File: src/rtl/alu_dispatch_pkg.sv
// Shared types for the ALU dispatcher: instruction layout, opcodes, FSM states
// and the opcode-to-enable-hold table.
package alu_dispatch_pkg;

    localparam int unsigned OP_W   = 6;
    localparam int unsigned REG_AW = 4;
    localparam int unsigned DATA_W = 32;
    localparam int unsigned FLAG_W = 16;
    localparam int unsigned SRF_W  = 3;
    localparam int unsigned HOLD_W = 3;

    // Field order fixes the bit positions of the 24-bit instruction word.
    typedef struct packed {
        logic [OP_W-1:0]   opcode;
        logic [REG_AW-1:0] rd;
        logic [REG_AW-1:0] ra;
        logic [REG_AW-1:0] rb;
        logic [SRF_W-1:0]  srf;
        logic              use_carry;
        logic              dec;
        logic              rsvd;
    } instr_t;

    localparam int unsigned INSTR_W = $bits(instr_t);

    localparam logic [OP_W-1:0] OP_TST    = 6'b000110;
    localparam logic [OP_W-1:0] OP_SHL    = 6'b100100;
    localparam logic [OP_W-1:0] OP_CMP    = 6'b010110;
    localparam logic [OP_W-1:0] OP_INCDEC = 6'b010000;
    localparam logic [OP_W-1:0] OP_ADD    = 6'b100000;
    localparam logic [OP_W-1:0] OP_SUB    = 6'b100001;
    localparam logic [OP_W-1:0] OP_MUL    = 6'b100010;
    localparam logic [OP_W-1:0] OP_AND    = 6'b100011;
    localparam logic [OP_W-1:0] OP_OR     = 6'b100101;
    localparam logic [OP_W-1:0] OP_XOR    = 6'b010010;
    localparam logic [OP_W-1:0] OP_NOT    = 6'b010011;
    localparam logic [OP_W-1:0] OP_SHR    = 6'b010100;
    localparam logic [OP_W-1:0] OP_ROT    = 6'b010101;
    localparam logic [OP_W-1:0] OP_MOV    = 6'b011101;

    typedef enum logic [2:0] {
        ST_FLUSH,
        ST_IDLE,
        ST_READ,
        ST_ISSUE,
        ST_WAIT,
        ST_WB
    } state_e;

    typedef struct packed {
        logic              legal;
        logic [HOLD_W-1:0] hold;
    } hold_info_t;

    // Number of cycles the ALU enable must stay high for each opcode.
    function automatic hold_info_t hold_lookup(input logic [OP_W-1:0] op);
        hold_info_t info;
        info = '0;
        case (op)
            OP_TST, OP_SHL, OP_CMP, OP_INCDEC:
                info = '{legal: 1'b1, hold: HOLD_W'(2)};
            OP_ADD, OP_MUL, OP_AND, OP_OR, OP_XOR, OP_NOT, OP_SHR, OP_ROT, OP_MOV:
                info = '{legal: 1'b1, hold: HOLD_W'(3)};
            OP_SUB:
                info = '{legal: 1'b1, hold: HOLD_W'(4)};
            default:
                info = '0;
        endcase
        return info;
    endfunction

    // Compare/test only update flags.
    function automatic logic writes_rf(input logic [OP_W-1:0] op);
        return !((op == OP_CMP) || (op == OP_TST));
    endfunction

endpackage

File: src/rtl/alu_hold_lut.sv
// Opcode decode: legality and ALU enable hold length.
module alu_hold_lut
    import alu_dispatch_pkg::*;
(
    input  logic [OP_W-1:0]   opcode,
    output logic              legal_c,
    output logic [HOLD_W-1:0] hold_c
);

    hold_info_t info_c;

    always_comb begin
        info_c = hold_lookup(opcode);
    end

    assign legal_c = info_c.legal;
    assign hold_c  = info_c.hold;

endmodule

File: src/rtl/alu_dispatch.sv
// Single-issue dispatcher: reads two registers, drives a multi-cycle ALU for a
// per-opcode number of enable cycles, then writes back result and flags.
module alu_dispatch
    import alu_dispatch_pkg::*;
#(
    parameter int unsigned NREG      = 16,
    parameter int unsigned FLUSH_CYC = 4
) (
    input  logic                wire_clock,
    input  logic                wire_reset_n,
    input  logic                instr_valid,
    output logic                instr_ready,
    input  logic [INSTR_W-1:0]  instr,
    output logic [REG_AW-1:0]   rf_raddr_a,
    output logic [REG_AW-1:0]   rf_raddr_b,
    input  logic [DATA_W-1:0]   rf_rdata_a,
    input  logic [DATA_W-1:0]   rf_rdata_b,
    output logic                rf_we,
    output logic [REG_AW-1:0]   rf_waddr,
    output logic [DATA_W-1:0]   rf_wdata,
    output logic                enable_alu,
    output logic [DATA_W-1:0]   m3,
    output logic [DATA_W-1:0]   m4,
    output logic [OP_W-1:0]     opCode,
    output logic [FLAG_W-1:0]   FR_in,
    output logic                useCarry,
    output logic [SRF_W-1:0]    flagToShifthAndRot,
    output logic                dec,
    input  logic [DATA_W-1:0]   m2,
    input  logic [FLAG_W-1:0]   FR_out,
    output logic [FLAG_W-1:0]   fr_q,
    output logic                busy,
    output logic                illegal_op
);

    localparam int unsigned FLUSH_W = (FLUSH_CYC > 1) ? $clog2(FLUSH_CYC) : 1;

    state_e              state_q, state_d;
    logic [FLUSH_W-1:0]  flush_cnt_q, flush_cnt_d;
    logic [HOLD_W-1:0]   hold_cnt_q, hold_cnt_d;
    instr_t              instr_q, instr_d;
    logic [DATA_W-1:0]   m3_q, m3_d, m4_q, m4_d;
    logic [OP_W-1:0]     opcode_q, opcode_d;
    logic [FLAG_W-1:0]   fr_in_q, fr_in_d, fr_d;
    logic                use_carry_q, use_carry_d, dec_q, dec_d;
    logic [SRF_W-1:0]    srf_q, srf_d;
    logic                enable_q, enable_d, rf_we_q, rf_we_d;
    logic [REG_AW-1:0]   rf_waddr_q, rf_waddr_d;
    logic [DATA_W-1:0]   rf_wdata_q, rf_wdata_d;
    logic                instr_ready_q, instr_ready_d, busy_q, busy_d;
    logic                illegal_q, illegal_d;
    logic                lut_legal_c;
    logic [HOLD_W-1:0]   lut_hold_c;
    logic                unused_c;

    alu_hold_lut u_hold_lut (
        .opcode  (instr_q.opcode),
        .legal_c (lut_legal_c),
        .hold_c  (lut_hold_c)
    );

    always_ff @(posedge wire_clock or negedge wire_reset_n) begin
        if (!wire_reset_n) begin
            state_q       <= ST_FLUSH;
            flush_cnt_q   <= '0;
            hold_cnt_q    <= '0;
            instr_q       <= '0;
            m3_q          <= '0;
            m4_q          <= '0;
            opcode_q      <= '0;
            fr_in_q       <= '0;
            use_carry_q   <= 1'b0;
            dec_q         <= 1'b0;
            srf_q         <= '0;
            fr_q          <= '0;
            enable_q      <= 1'b0;
            rf_we_q       <= 1'b0;
            rf_waddr_q    <= '0;
            rf_wdata_q    <= '0;
            instr_ready_q <= 1'b0;
            busy_q        <= 1'b1;
            illegal_q     <= 1'b0;
        end else begin
            state_q       <= state_d;
            flush_cnt_q   <= flush_cnt_d;
            hold_cnt_q    <= hold_cnt_d;
            instr_q       <= instr_d;
            m3_q          <= m3_d;
            m4_q          <= m4_d;
            opcode_q      <= opcode_d;
            fr_in_q       <= fr_in_d;
            use_carry_q   <= use_carry_d;
            dec_q         <= dec_d;
            srf_q         <= srf_d;
            fr_q          <= fr_d;
            enable_q      <= enable_d;
            rf_we_q       <= rf_we_d;
            rf_waddr_q    <= rf_waddr_d;
            rf_wdata_q    <= rf_wdata_d;
            instr_ready_q <= instr_ready_d;
            busy_q        <= busy_d;
            illegal_q     <= illegal_d;
        end
    end

    // Next state; registered outputs are decoded from the next state so they
    // line up with the state they belong to.
    always_comb begin
        state_d     = state_q;
        flush_cnt_d = flush_cnt_q;
        hold_cnt_d  = hold_cnt_q;
        instr_d     = instr_q;
        m3_d        = m3_q;
        m4_d        = m4_q;
        opcode_d    = opcode_q;
        fr_in_d     = fr_in_q;
        use_carry_d = use_carry_q;
        dec_d       = dec_q;
        srf_d       = srf_q;
        fr_d        = fr_q;
        rf_waddr_d  = rf_waddr_q;
        rf_wdata_d  = rf_wdata_q;
        illegal_d   = 1'b0;

        case (state_q)
            ST_FLUSH: begin
                if (flush_cnt_q == FLUSH_W'(FLUSH_CYC - 1)) begin
                    state_d = ST_IDLE;
                end else begin
                    flush_cnt_d = flush_cnt_q + FLUSH_W'(1);
                end
            end
            ST_IDLE: begin
                if (instr_valid) begin
                    instr_d = instr_t'(instr);
                    state_d = ST_READ;
                end
            end
            ST_READ: begin
                m3_d        = rf_rdata_a;
                m4_d        = rf_rdata_b;
                opcode_d    = instr_q.opcode;
                use_carry_d = instr_q.use_carry;
                dec_d       = instr_q.dec;
                srf_d       = instr_q.srf;
                fr_in_d     = fr_q;
                if (lut_legal_c) begin
                    hold_cnt_d = lut_hold_c - HOLD_W'(1);
                    state_d    = ST_ISSUE;
                end else begin
                    illegal_d = 1'b1;
                    state_d   = ST_IDLE;
                end
            end
            ST_ISSUE, ST_WAIT: begin
                if (hold_cnt_q == '0) begin
                    rf_waddr_d = instr_q.rd;
                    rf_wdata_d = m2;
                    state_d    = ST_WB;
                end else begin
                    hold_cnt_d = hold_cnt_q - HOLD_W'(1);
                    state_d    = ST_WAIT;
                end
            end
            ST_WB: begin
                fr_d    = FR_out;
                state_d = ST_IDLE;
            end
            default: state_d = ST_FLUSH;
        endcase

        instr_ready_d = (state_d == ST_IDLE);
        busy_d        = (state_d != ST_IDLE);
        enable_d      = (state_d == ST_ISSUE) || (state_d == ST_WAIT);
        rf_we_d       = (state_d == ST_WB) && writes_rf(opcode_q)
                        && (32'(instr_q.rd) < NREG);
    end

    assign unused_c           = instr_q.rsvd;
    assign instr_ready        = instr_ready_q;
    assign rf_raddr_a         = instr_q.ra;
    assign rf_raddr_b         = instr_q.rb;
    assign rf_we              = rf_we_q;
    assign rf_waddr           = rf_waddr_q;
    assign rf_wdata           = rf_wdata_q;
    assign enable_alu         = enable_q;
    assign m3                 = m3_q;
    assign m4                 = m4_q;
    assign opCode             = opcode_q;
    assign FR_in              = fr_in_q;
    assign useCarry           = use_carry_q;
    assign flagToShifthAndRot = srf_q;
    assign dec                = dec_q;
    assign busy               = busy_q;
    assign illegal_op         = illegal_q;

endmodule

File: config.mk
export PLATFORM = sky130hd
export DESIGN_NAME = alu_dispatch
export DESIGN_NICKNAME = d
export VERILOG_FILES = /design/src/rtl/alu_dispatch_pkg.sv /design/src/rtl/alu_hold_lut.sv /design/src/rtl/alu_dispatch.sv
export SDC_FILE = /design/constraint.sdc
export NUM_CORES = 1
export LEC_CHECK = 0
export CAP_MARGIN = 20
export CORE_MARGIN = 2
export CORE_UTILIZATION = 39
export CTS_CLUSTER_SIZE = 14
export DETAILED_ROUTE_END_ITERATION = 16
export GPL_TIMING_DRIVEN = 0
export HOLD_SLACK_MARGIN = 0.1
export PLACE_DENSITY = 0.77
export SYNTH_ARGS = -nofsm -noshare
export SYNTH_HDL_FRONTEND = slang
export SYNTH_HIERARCHICAL = 1
export SYNTH_SLANG_ARGS = --single-unit
File: constraint.sdc
create_clock -name wire_clock -period 2.2 [get_ports wire_clock]
set_clock_uncertainty 0.2 [all_clocks]
set_input_delay 0.66 -clock wire_clock [delete_from_list [all_inputs] [get_ports wire_clock]]
set_output_delay 0.66 -clock wire_clock [all_outputs]
set_load 0.01 [all_outputs]
Yosys cells after proc, flatten, opt, wreduce, memory -nomap -nowiden
Memories as Yosys holds them, arrays and structs flattened.
Cells that the tools add are included.
Storage, ports and cells
  bits in registers: 179
  bits in read-only memories: 256
  input port bits: 139
  word-level logic and storage cells: 67
  memories: 1
Memory list
  (name not given): depth 64, bits a word 4, read ports 1, clocked after Yosys merged registers in 0, write ports 0, line alu_dispatch_pkg.sv:59  | case (op)
Operators by class
  add/subtract/negate cells: 3
  eq/ne operators: 15
  muxes and demuxes: 10
  bitwise gates (word level): 1
  reduce and logical (&&, ||, !) cells: 12
Operator list (count)
  $pmux 3 s5: 1
  $eq 3x3->1 const B: 4
  $mux 3: 4
  $eq 3x2->1 const B: 3
  $eq 3x1->1 const B: 2
  $eq 6x3->1 const B: 1
  $eq 6x5->1 const B: 1
  $logic_not 3->1: 2
  $pmux 3 s2: 1
  $reduce_and 2->1: 3
  $sub 3x1->3 const B: 2
  $mux 1: 3
  $ne 3x1->1 const B: 1
  $reduce_and 3->1: 1
  $add 2x1->2 const B: 1
  $eq 2x2->1 const B: 1
  $logic_or 1x1->1: 2
  $mux 2: 1
  $ne 2x1->1 const B: 1
  $ne 2x2->1 const B: 1
  $reduce_bool 2->1: 1
  $reduce_or 2->1: 1
  $logic_and 1x1->1: 1
  $logic_not 1->1: 1
  $not 1->1: 1

Depth between registers and ports, before layout
Gate-level depths: netlist (run 1).
  word-level depth: 5
  mapped depth: 11

Modules after synthesis
Netlist (run 1), hierarchy kept.
By module, submodules not included
  alu_dispatch: instances 1, cells an instance 426, area an instance 6872.8 µm²
  alu_hold_lut: instances 1, cells an instance 28, area an instance 170.2 µm²

Least setup slack after synthesis (run 1)
Ideal clock, no wire load.
  kind: reg-to-reg
  from: register instr_q[20] (netlist name)
  to: register hold_cnt_q[2]
  setup time: 128 ps
  data arrival time: 1931 ps
  slack: -59 ps
  cell stages (with the launch flop): 12
  path buffers: 0
  clock period less this slack: 2259 ps
  cell sequence: dfrtp_1 nand2b_1 a21oi_1 a311oi_1 o21ai_1 nand3b_1 a21o_1 inv_2 nor2_1 clkinv_1 nand3b_1 mux2_1
On the way
  elaborated cells on any way between the ends: 6
RTL lines
  start: declaration: line alu_dispatch.sv:41  | instr_t instr_q, instr_d;
  start signal: assignment: line alu_dispatch.sv:87  | instr_q <= instr_d;
  $mem_v2 64x4
  named net lut_legal_c: line alu_dispatch.sv:52  | logic lut_legal_c;
  $ne 2x1->1 (no source line)
  $reduce_and 3->1 (no source line)
  end signal: assignment: line alu_dispatch.sv:86  | hold_cnt_q <= hold_cnt_d;
  end: declaration: line alu_dispatch.sv:40  | logic [HOLD_W-1:0] hold_cnt_q, hold_cnt_d;
The timed path passes the listed nets, and every way through them passes these cells. The select of a mux whose other input is x is not followed.
A chain may end at the register's enable or synchronous reset.

Worst setup path after layout (run 1)
  from: register instr_q[19] (netlist name)
  to: register hold_cnt_q[2]
The elaborated chain is that of the path after synthesis.

==> flow_summary.yaml, run 1 <==
outcome:
  status: "finished, violations left"
  violations: "negative setup slack"
timing:
  layout_setup_ws_ps: -222
  tns_ps: -430
  min_period_over_period_pct: 110
  hold_ws_ps: 280
  worstMarginPinSlew_ps: 662
  finalSetupViolations: 4
  slew_viol_final: 0
  timing.fmax_mhz: 413
  relSlewSlack_pct: 55.9
  rsz0062_at_grt: "yes"
  period_minus_slack_ps: 2420
  hold_viol: 0
pwr:
  p_clk_share_pct: 18.1
  internal_power_mw: 10.5
  p_seq_share_pct: 37.6
  ir_worst_vdd_v: 0.000674
  power_frac_comb_pct: 44.3
  power.switching_mw: 5.39
  power_leakage_nw: 5.37
  power_density_nw_per_um2: 1420
  switching_share_pct: 34.0
global_route:
  use_met1_pct: 21.8
  grt_usage_pct: 18.8
  grt_max_degree: 92
  antenna_found_initial: 0
  top_usage_layer: "met2"
  met2_usage_pct: 32.8
  grt_pass1_wl_um: 28600
  globalRouteOverflowTotal: 0
  first_global_vias: 5375
  grtUsageMet3_pct: 5.61
clocking:
  clock-sinks: 179
  numCtsBuffers: 17
  root_buffer: "clkbuf_16"
  cts_tree: "built"
  cts_buffer_depth: 2
  clk_latency_ps: 420
  ctsHtreeMaxLevel: 4
  clk_pin_slew_ps: 70
synthesis:
  syn_area_per_cell_um2: 15.5
  synth.distinct_cells: 43
  seq_area_frac_synth_pct: 63.6
  synth.area.top_cells: "dfrtp_1, mux2_1, mux2_2"
  synthArstFlopShare_pct: 100
  synth_top_area_share_pct: 63.2
  synth_flop_cell: "dfrtp_1"
  synth_area_um2: 7040
  synth_top_area_cell: "dfrtp_1"
  yosysWarnings: 6
  synth_edf_count: 0
  syn_inst: 454
  syn_nets: 596
  synth_commonest_cells: "dfrtp_1, mux2_1, mux2_2"
  synth.most_common_cell: "dfrtp_1"
  ys_ff_latch: 179
layout:
  syn_to_final_growth_pct: 58.5
  fillCellCount: 1349
  num_antenna_cells: 0
  drive_gt1_share_pct: 17.7
  fin_nets: 925
  fin_area_um2: 11200
detailed_routing:
  ant_nets: 0
  drtIter0Drc: 150
  wl_per_cell_um: 17.6
  drtPass1Iterations: 4
  dr_total_vias: 5002
  routed_wl_um: 18000
  vias_per_cell: 4.88
  route.detailed.drc: 0
placed_design:
  dp_hpwl_um: 13100
  pre_cts_ws_ps: -814
  gp_congestion: 0.844
  port_buffers: 293
  post_dp_cell_area_um2: 10300
setup_path:
  critical_path_class: "reg2reg"
  path_cells: "buf_4 -> a311oi_4 -> o21ai_4 -> buf_4 -> and4_1 -> nor2b_2 -> nand3b_1 -> mux2_4"
  cp-end-kind: "flip-flop"
  critPathBufInv: 2
  critical_path_arrival_ps: 2530
  cp_max_fo: 7
  crit_top_cell: "buf_4"
  cpPeakStageDelay_ps: 480
  worstPathRequired_ps: 2310
  crit_slowest_cell: "dfrtp_2"
  critPathTopFamily: "simple AND/OR/NAND/NOR gates"
  critPathLaunchType: "flip-flop"
worst_hold_path:
  hp-class: "reg2reg"
die:
  start_util_pct: 39.5
  die_y_um: 138
  die_x_um: 138
  top_level_ports: 295
  core_um2: 17800
  design.die.area_um2: 19200
  rows: 49
job:
  cap_violations: 0
[power groups by stage]
| stage | Clock [mW] | Sequential (mW) | Combinational, mW |
|---|---|---|---|
| 5_1_grt | 3.10 | 6.20 | 7.57 |
| 3_3_place_gp | 0 | 5.93 | 7.03 |
| 4_1_cts | 2.94 | 5.95 | 6.93 |
| 3_5_place_dp | 0 | 6.04 | 7.27 |
| 6_report | 2.86 | 5.96 | 7.02 |
| 2_1_floorplan | 0 | 6.53 | 2.64 |
[cells by family after synthesis]
family	Yosys count	share of synthesized area, %
AO/OA/AOI/OAI	24	2.26
buffers and inverters	38	2.91
multiplexers	170	27.1
XOR/XNOR	3	0.373
flip-flops	179	63.6
adder cells (fa/ha/maj)	3	0.533
AND/OR/NAND/NOR	37	3.16
[area by class of cell]
type                    instances  area [µm²]  share of cell area (%)
clock inverters                14         118                    1.05
well taps                     229         287                    2.57
clock buffers                  18         439                    3.93
inverters                       9        35.0                   0.314
repair buffers                311        3100                    27.8
plain buffers                  28         206                    1.85
flip-flops and latches        179        4490                    40.2
multi-input cells             237        2490                    22.3
[registers in the layout, indices dropped and copies added (netlist names), 2 cells and up]
| register | count |
|---|---|
| flush_cnt_q | 2 |
| rf_waddr | 4 |
| state_q | 3 |
| hold_cnt_q | 3 |
| flagToShifthAndRot | 3 |
| opCode | 6 |
| rf_raddr_a | 4 |
| m4 | 32 |
| m3 | 32 |
| fr_q | 16 |
| FR_in | 16 |
| rf_raddr_b | 4 |
| instr_q | 15 |
| rf_wdata | 32 |
[through the flow]
stage / instances / power [mW] / utilization [%]
floorplan: 454 / 9.17 / -
global placement: 976 / 13.0 / 57.5
detailed placement: 977 / 13.3 / 57.7
CTS: 1018 / 15.8 / 61.0
global route: 1025 / 16.9 / 62.6
finish: 1025 / 15.8 / 62.6
[final timing paths]
path,from,to,slack (ps),depth (start not counted)
min reg2reg,m3[7],m3[7],280,1
max reg2reg,instr_q[19],hold_cnt_q[2],-220,8
min in group asynchronous,wire_reset_n,rf_wdata[6],620,2
min,m3[7],m3[7],280,1
max,instr_q[19],hold_cnt_q[2],-220,8
max in group asynchronous,wire_reset_n,instr_q[23],300,3
[worst register-to-register path, stage by stage, from the launching register on]
cell      delay, ps
dfrtp_2         480
buf_4           180
a311oi_4        340
o21ai_4         100
buf_4           140
and4_1          200
nor2b_2         170
nand3b_1        180
mux2_4          310
[cells in the final DEF (no fill, tap or decap), types with 3 or more instances in the layout]
cell,count
dfrtp_1,172
dlygate4sd2_1,95
o21ai_1,4
clkbuf_4,9
clkinvlp_4,4
inv_2,4
dlymetal6s2s_1,49
inv_1,4
inv_6,5
inv_8,3
nand3b_1,3
nand2b_1,3
clkinv_2,3
buf_2,5
clkdlybuf4s50_1,148
buf_4,25
a21oi_1,3
nor2_1,6
mux2_2,29
mux2_4,5
nor2_4,3
clkbuf_16,17
mux2_1,134
dfrtp_2,6
[timing repair]
action / in CTS / in global routing
endpoints found under the hold margin: 88 / 0
hold buffers: 1 / 0
pin swaps: 6 / 9
endpoints found under the setup margin: 216 / 176
resized for setup: 118 / 78
buffers inserted: 8 / 8
[routing by layer]
layer	vias to the layer above	part of all wire (%)
li1	2268	-
met1	2493	39
met2	211	52
met3	30	7.2
met4	0	2.0
met5	-	0
No activity file was read; power rests on OpenSTA's default activity.
==> inputs of run 2 (changes only) <==
- GPL_TIMING_DRIVEN: 0 -> not set
- SKIP_LAST_GASP: not set -> 1
==> run 2 against run 1 <==
  * The flow still finishes with violations (negative setup slack)
  * Largest power group unchanged
  * Die area unchanged
  * Register-to-register slack improved by 70 ps
  * First-iteration DRC count shrank 15%
==> flow_summary.yaml, run 2 (synthesis gave the netlist of run 1 again) <==
outcome:
  status: "finished, violations left"
  violations: "negative setup slack"
layout:
  mostFrequentLayoutCells: "dfrtp_1, clkdlybuf4s50_1, mux2_1"
  final_common_cell: "dfrtp_1"
  stdcell_count: 1030
  drive_gt1_share_pct: 18.1
  fin_nets: 930
  fin_area_um2: 11400
  num_antenna_cells: 0
  post-route-util_pct: 64.1
  syn_to_final_growth_pct: 62.3
  fillCellCount: 1289
  multi_input_area_um2: 2450
  regArea_um2: 4490
setup_path:
  crit_slowest_cell: "or4b_4"
  critPathLaunchType: "flip-flop"
  cp-startpoint: "instr_q[19]"
  critical_path_arrival_ps: 2440
  worstPathRequired_ps: 2290
  cp_max_fo: 5
  r2r_start: "instr_q[19]"
  critical_path_class: "reg2reg"
  cpPeakStageDelay_ps: 470
  critPathBufInv: 1
  crit_top_cell: "o21ai_1"
  cp-end-kind: "flip-flop"
  critPathTopFamily: "simple AND/OR/NAND/NOR gates"
  path_cells: "buf_12 -> or4b_4 -> o21ai_2 -> o21ai_1 -> o21ai_1 -> mux2i_1 -> ha_2 -> xor2_1 -> mux2_4"
clocking:
  root_buffer: "clkbuf_16"
  clk_latency_ps: 410
  cts_tree: "built"
  clock-sinks: 179
  ctsHtreeMaxLevel: 4
  clk_pin_slew_ps: 70
  numCtsBuffers: 17
  cts_buffer_depth: 2
die:
  design.die.area_um2: 19200
  die_x_um: 138
  start_util_pct: 39.5
  top_level_ports: 295
  core_um2: 17800
  rows: 49
  die_y_um: 138
detailed_routing:
  drtPass1Iterations: 4
  dr_total_vias: 4934
  ant_nets: 0
  drtIter0Drc: 127
  highest_layer: "met4"
  met3WireLength_um: 1390
  routed_wl_um: 18000
  vias_per_cell: 4.79
  route.detailed.drc: 0
  dr_wl_met2_um: 9270
  wl_per_cell_um: 17.5
  wl_met1_um: 6950
placed_design:
  port_buffers: 293
  gp_congestion: 0.824
  dp_hpwl_um: 13000
  placedCellCount: 986
  post_dp_cell_area_um2: 10500
global_route:
  globalRouteOverflowTotal: 0
  grt_max_degree: 47
  antenna_found_initial: 0
  grt_usage_pct: 19.1
  grt_pass1_wl_um: 29000
  first_global_vias: 5485
timing:
  period_minus_slack_ps: 2350
  relSlewSlack_pct: 70.7
  rsz0062_at_grt: "yes"
  finalSetupViolations: 3
  tns_ps: -334
  hold_viol: 0
  worstMarginPinSlew_ps: 429
  layout_setup_ws_ps: -148
  timing.fmax_mhz: 426
  slew_viol_final: 0
  min_period_over_period_pct: 107
pwr:
  power_density_nw_per_um2: 1420
  power_leakage_nw: 5.74
  ir_worst_vdd_v: 0.000678
job:
  cap_violations: 0
worst_hold_path:
  hp-class: "reg2reg"
  holdCritStartpoint: "opCode[4]"
-- run 2: cell count changes in the layout (fill, tap and decap cells not counted), sizes merged --
cell	before	now
dlygate4sd2	95	49
dlymetal6s2s	49	89
buf	35	51
clkbuf	29	22
inv	16	9
clkdlybuf4s50	148	154
clkinv	3	6
bufinv	0	1
clkinvlp	4	3
-- run 2: final timing paths --
kind | to | slack (ps) | cells after the start
worst max-delay path | hold_cnt_q[2] | -150 | 9
worst min-delay path | opCode[4] | 280 | 1
worst max register to register | hold_cnt_q[2] | -150 | 9
worst min register to register | opCode[4] | 280 | 1
max in group asynchronous | FR_in[1] | 670 | 3
min in group asynchronous | rf_wdata[8] | 540 | 2
-- run 2: power breakdown --
group	internal (mW)	total (mW)	switching (mW)
Sequential	5.00	5.92	0.920
Clock	1.72	2.96	1.25
Combinational	4.28	7.38	3.10
Total	11.0	16.3	5.26
-- run 2: cell type report --
cell class	instances	area share, %
clock inverters	10	0.854
inverters	9	0.306
multi-input cells	237	21.4
clock buffers	22	4.32
repair buffers	344	31.4
well taps	229	2.51
flip-flops and latches	179	39.2
-- run 2: stage by stage --
stage / hold slack (ps) / setup WS [ps] / total power, mW
2_1_floorplan: 164 / 16.6 / 9.17
3_3_place_gp: 264 / -290 / 13.3
3_5_place_dp: 266 / -337 / 13.6
4_1_cts: 283 / -63.8 / 16.6
5_1_grt: 294 / -248 / 17.3
6_report: 278 / -148 / 16.3
-- run 2: routing by layer --
| layer | vias to the layer above | track usage [%] |
|---|---|---|
| met4 | 0 | 6.50 |
| met3 | 28 | 6.17 |
| met5 | - | 0 |
| met1 | 2422 | 21.6 |
| met2 | 205 | 33.9 |
| li1 | 2279 | - |
-- run 2: timing repair --
| action | 4_1_cts | 5_1_grt |
|---|---|---|
| endpoints found under the hold margin | 32 | 0 |
| hold buffers | 1 | 0 |
| resized for setup | 68 | 95 |
| buffers inserted | 10 | 1 |
| endpoints found under the setup margin | 51 | 93 |
| pin swaps | 11 | 6 |
==> inputs of run 3 (changes only) <==
- CORE_ASPECT_RATIO: not set -> 1.2
==> run 3 against run 2 <==
  * The flow still finishes with violations (negative setup slack)
  * Sequential cell count unchanged
  * Register-to-register slack improved by 50 ps
  * Sequential share of layout area is 0.75 points higher
  * Critical path depth fell by 1
  * Fmax is 2.2% higher
  * Core utilization is 0.51 points lower
  * Sequential power is essentially flat
  * Critical endpoint unchanged
  * Largest cell class unchanged
  * Largest power group unchanged
  * Highest routed layer unchanged
==> flow_summary.yaml, run 3 (synthesis gave the netlist of run 1 again) <==
outcome:
  status: "finished, violations left"
  violations: "negative setup slack"
pwr:
  internal_power_mw: 10.9
  power_frac_comb_pct: 43.6
  ir_worst_vdd_v: 0.000658
  power_density_nw_per_um2: 1430
  power_leakage_nw: 5.50
  p_clk_share_pct: 19.6
  power.switching_mw: 5.20
  switching_share_pct: 32.4
  p_seq_share_pct: 36.8
layout:
  post-route-util_pct: 63.6
  fillCellCount: 1333
  drive_gt1_share_pct: 15.0
  fin_nets: 914
  mostFrequentLayoutCells: "dfrtp_1, clkdlybuf4s50_1, mux2_1"
  multi_input_area_um2: 2420
  final_common_cell: "dfrtp_1"
  num_antenna_cells: 0
  fin_area_um2: 11200
  syn_to_final_growth_pct: 59.2
  regArea_um2: 4480
setup_path:
  cp-end-kind: "flip-flop"
  critical_path_arrival_ps: 2400
  critPathLaunchType: "flip-flop"
  critical_path_class: "reg2reg"
  worstPathRequired_ps: 2300
  cp_max_fo: 7
timing:
  slew_viol_final: 0
  period_minus_slack_ps: 2300
  layout_setup_ws_ps: -96.8
  rsz0062_at_grt: "yes"
  relSlewSlack_pct: 68.3
  finalSetupViolations: 1
  hold_viol: 0
  timing.fmax_mhz: 435
  min_period_over_period_pct: 104
  worstMarginPinSlew_ps: 472
  tns_ps: -96.8
placed_design:
  dp_hpwl_um: 12800
  pre_cts_ws_ps: -332
  gp_congestion: 0.848
  post_dp_cell_area_um2: 10400
  port_buffers: 293
clocking:
  root_buffer: "clkbuf_16"
  clock-sinks: 179
  clk_latency_ps: 420
  cts_buffer_depth: 2
  cts_tree: "built"
  clk_pin_slew_ps: 70
  ctsHtreeMaxLevel: 4
  numCtsBuffers: 17
detailed_routing:
  ant_nets: 0
  dr_total_vias: 4923
  wl_per_cell_um: 17.3
  vias_per_cell: 4.90
  drtPass1Iterations: 4
  drtIter0Drc: 103
  route.detailed.drc: 0
  routed_wl_um: 17400
die:
  design.die.area_um2: 19200
  rows: 53
  core_um2: 17600
  top_level_ports: 295
  die_x_um: 127
  die_y_um: 151
  start_util_pct: 39.9
worst_hold_path:
  hp-class: "reg2reg"
global_route:
  grt_usage_pct: 18.0
  grt_max_degree: 61
  grt_pass1_wl_um: 27200
  antenna_found_initial: 0
  first_global_vias: 5377
  globalRouteOverflowTotal: 0
job:
  cap_violations: 0
==> run 3: layout make-up <==
class | instances | share of cell area [%]
sequential | 179 | 40.0
timing repair buffer | 328 | 30.2
multi-input combinational | 237 | 21.5
clock buffer | 19 | 3.95
tap | 220 | 2.45
clock inverter | 13 | 1.54
inverter | 9 | 0.301
==> run 3: worst paths after layout <==
check / startpoint / to / slack [ps] / cells after the start
worst min register to register: FR_in[8] / FR_in[8] / 280 / 1
min in group asynchronous: wire_reset_n / m3[12] / 490 / 2
worst max-delay path: instr_q[18] / hold_cnt_q[2] / -100 / 8
worst min-delay path: FR_in[8] / FR_in[8] / 280 / 1
worst max register to register: instr_q[18] / hold_cnt_q[2] / -100 / 8
max in group asynchronous: wire_reset_n / m4[11] / 710 / 3
==> run 3: routing by layer <==
| metal | share of wire [%] | wire (µm) | track usage (%) | vias up |
|---|---|---|---|---|
| li1 | - | - | - | 2240 |
| met1 | 37 | 6480 | 19.7 | 2444 |
| met2 | 52 | 9070 | 32.1 | 202 |
| met3 | 7.7 | 1340 | 5.83 | 37 |
| met4 | 2.7 | 473 | 7.75 | 0 |
| met5 | 0 | 0 | 0 | - |
==> run 3: through the flow <==
step,total power [mW],hold WS (ps),std cells
CTS,16.3,288,1003
global placement,13.2,262,968
detailed placement,13.5,272,968
floorplan,9.17,164,454
global route,17.1,289,1005
finish,16.1,279,1005
==> run 3: what timing repair did <==
action / in CTS / in global routing
endpoints found under the setup margin: 64 / 75
setup buffers: 2 / 2
gates cloned: 0 / 0
hold buffers: 1 / 0
endpoints found under the hold margin: 23 / 0
gates resized for setup: 65 / 82
pin swaps: 1 / 6
==> run 3: power by group through the flow <==
stage / sequential, mW / combinational, mW / clock [mW]
floorplan: 6.53 / 2.64 / 0
global placement: 5.91 / 7.29 / 0
detailed placement: 6.02 / 7.50 / 0
CTS: 5.95 / 7.15 / 3.24
global route: 6.15 / 7.56 / 3.37
finish: 5.91 / 7.00 / 3.15
==> run 3: critical path: stages (launching register included) <==
cell and delay, ps:
dfrtp_1 470, and2b_1 230, xnor2_1 130, a311oi_1 330, a21oi_1 110, mux2i_1 170
ha_2 190, xor2_1 70, mux2_4 270
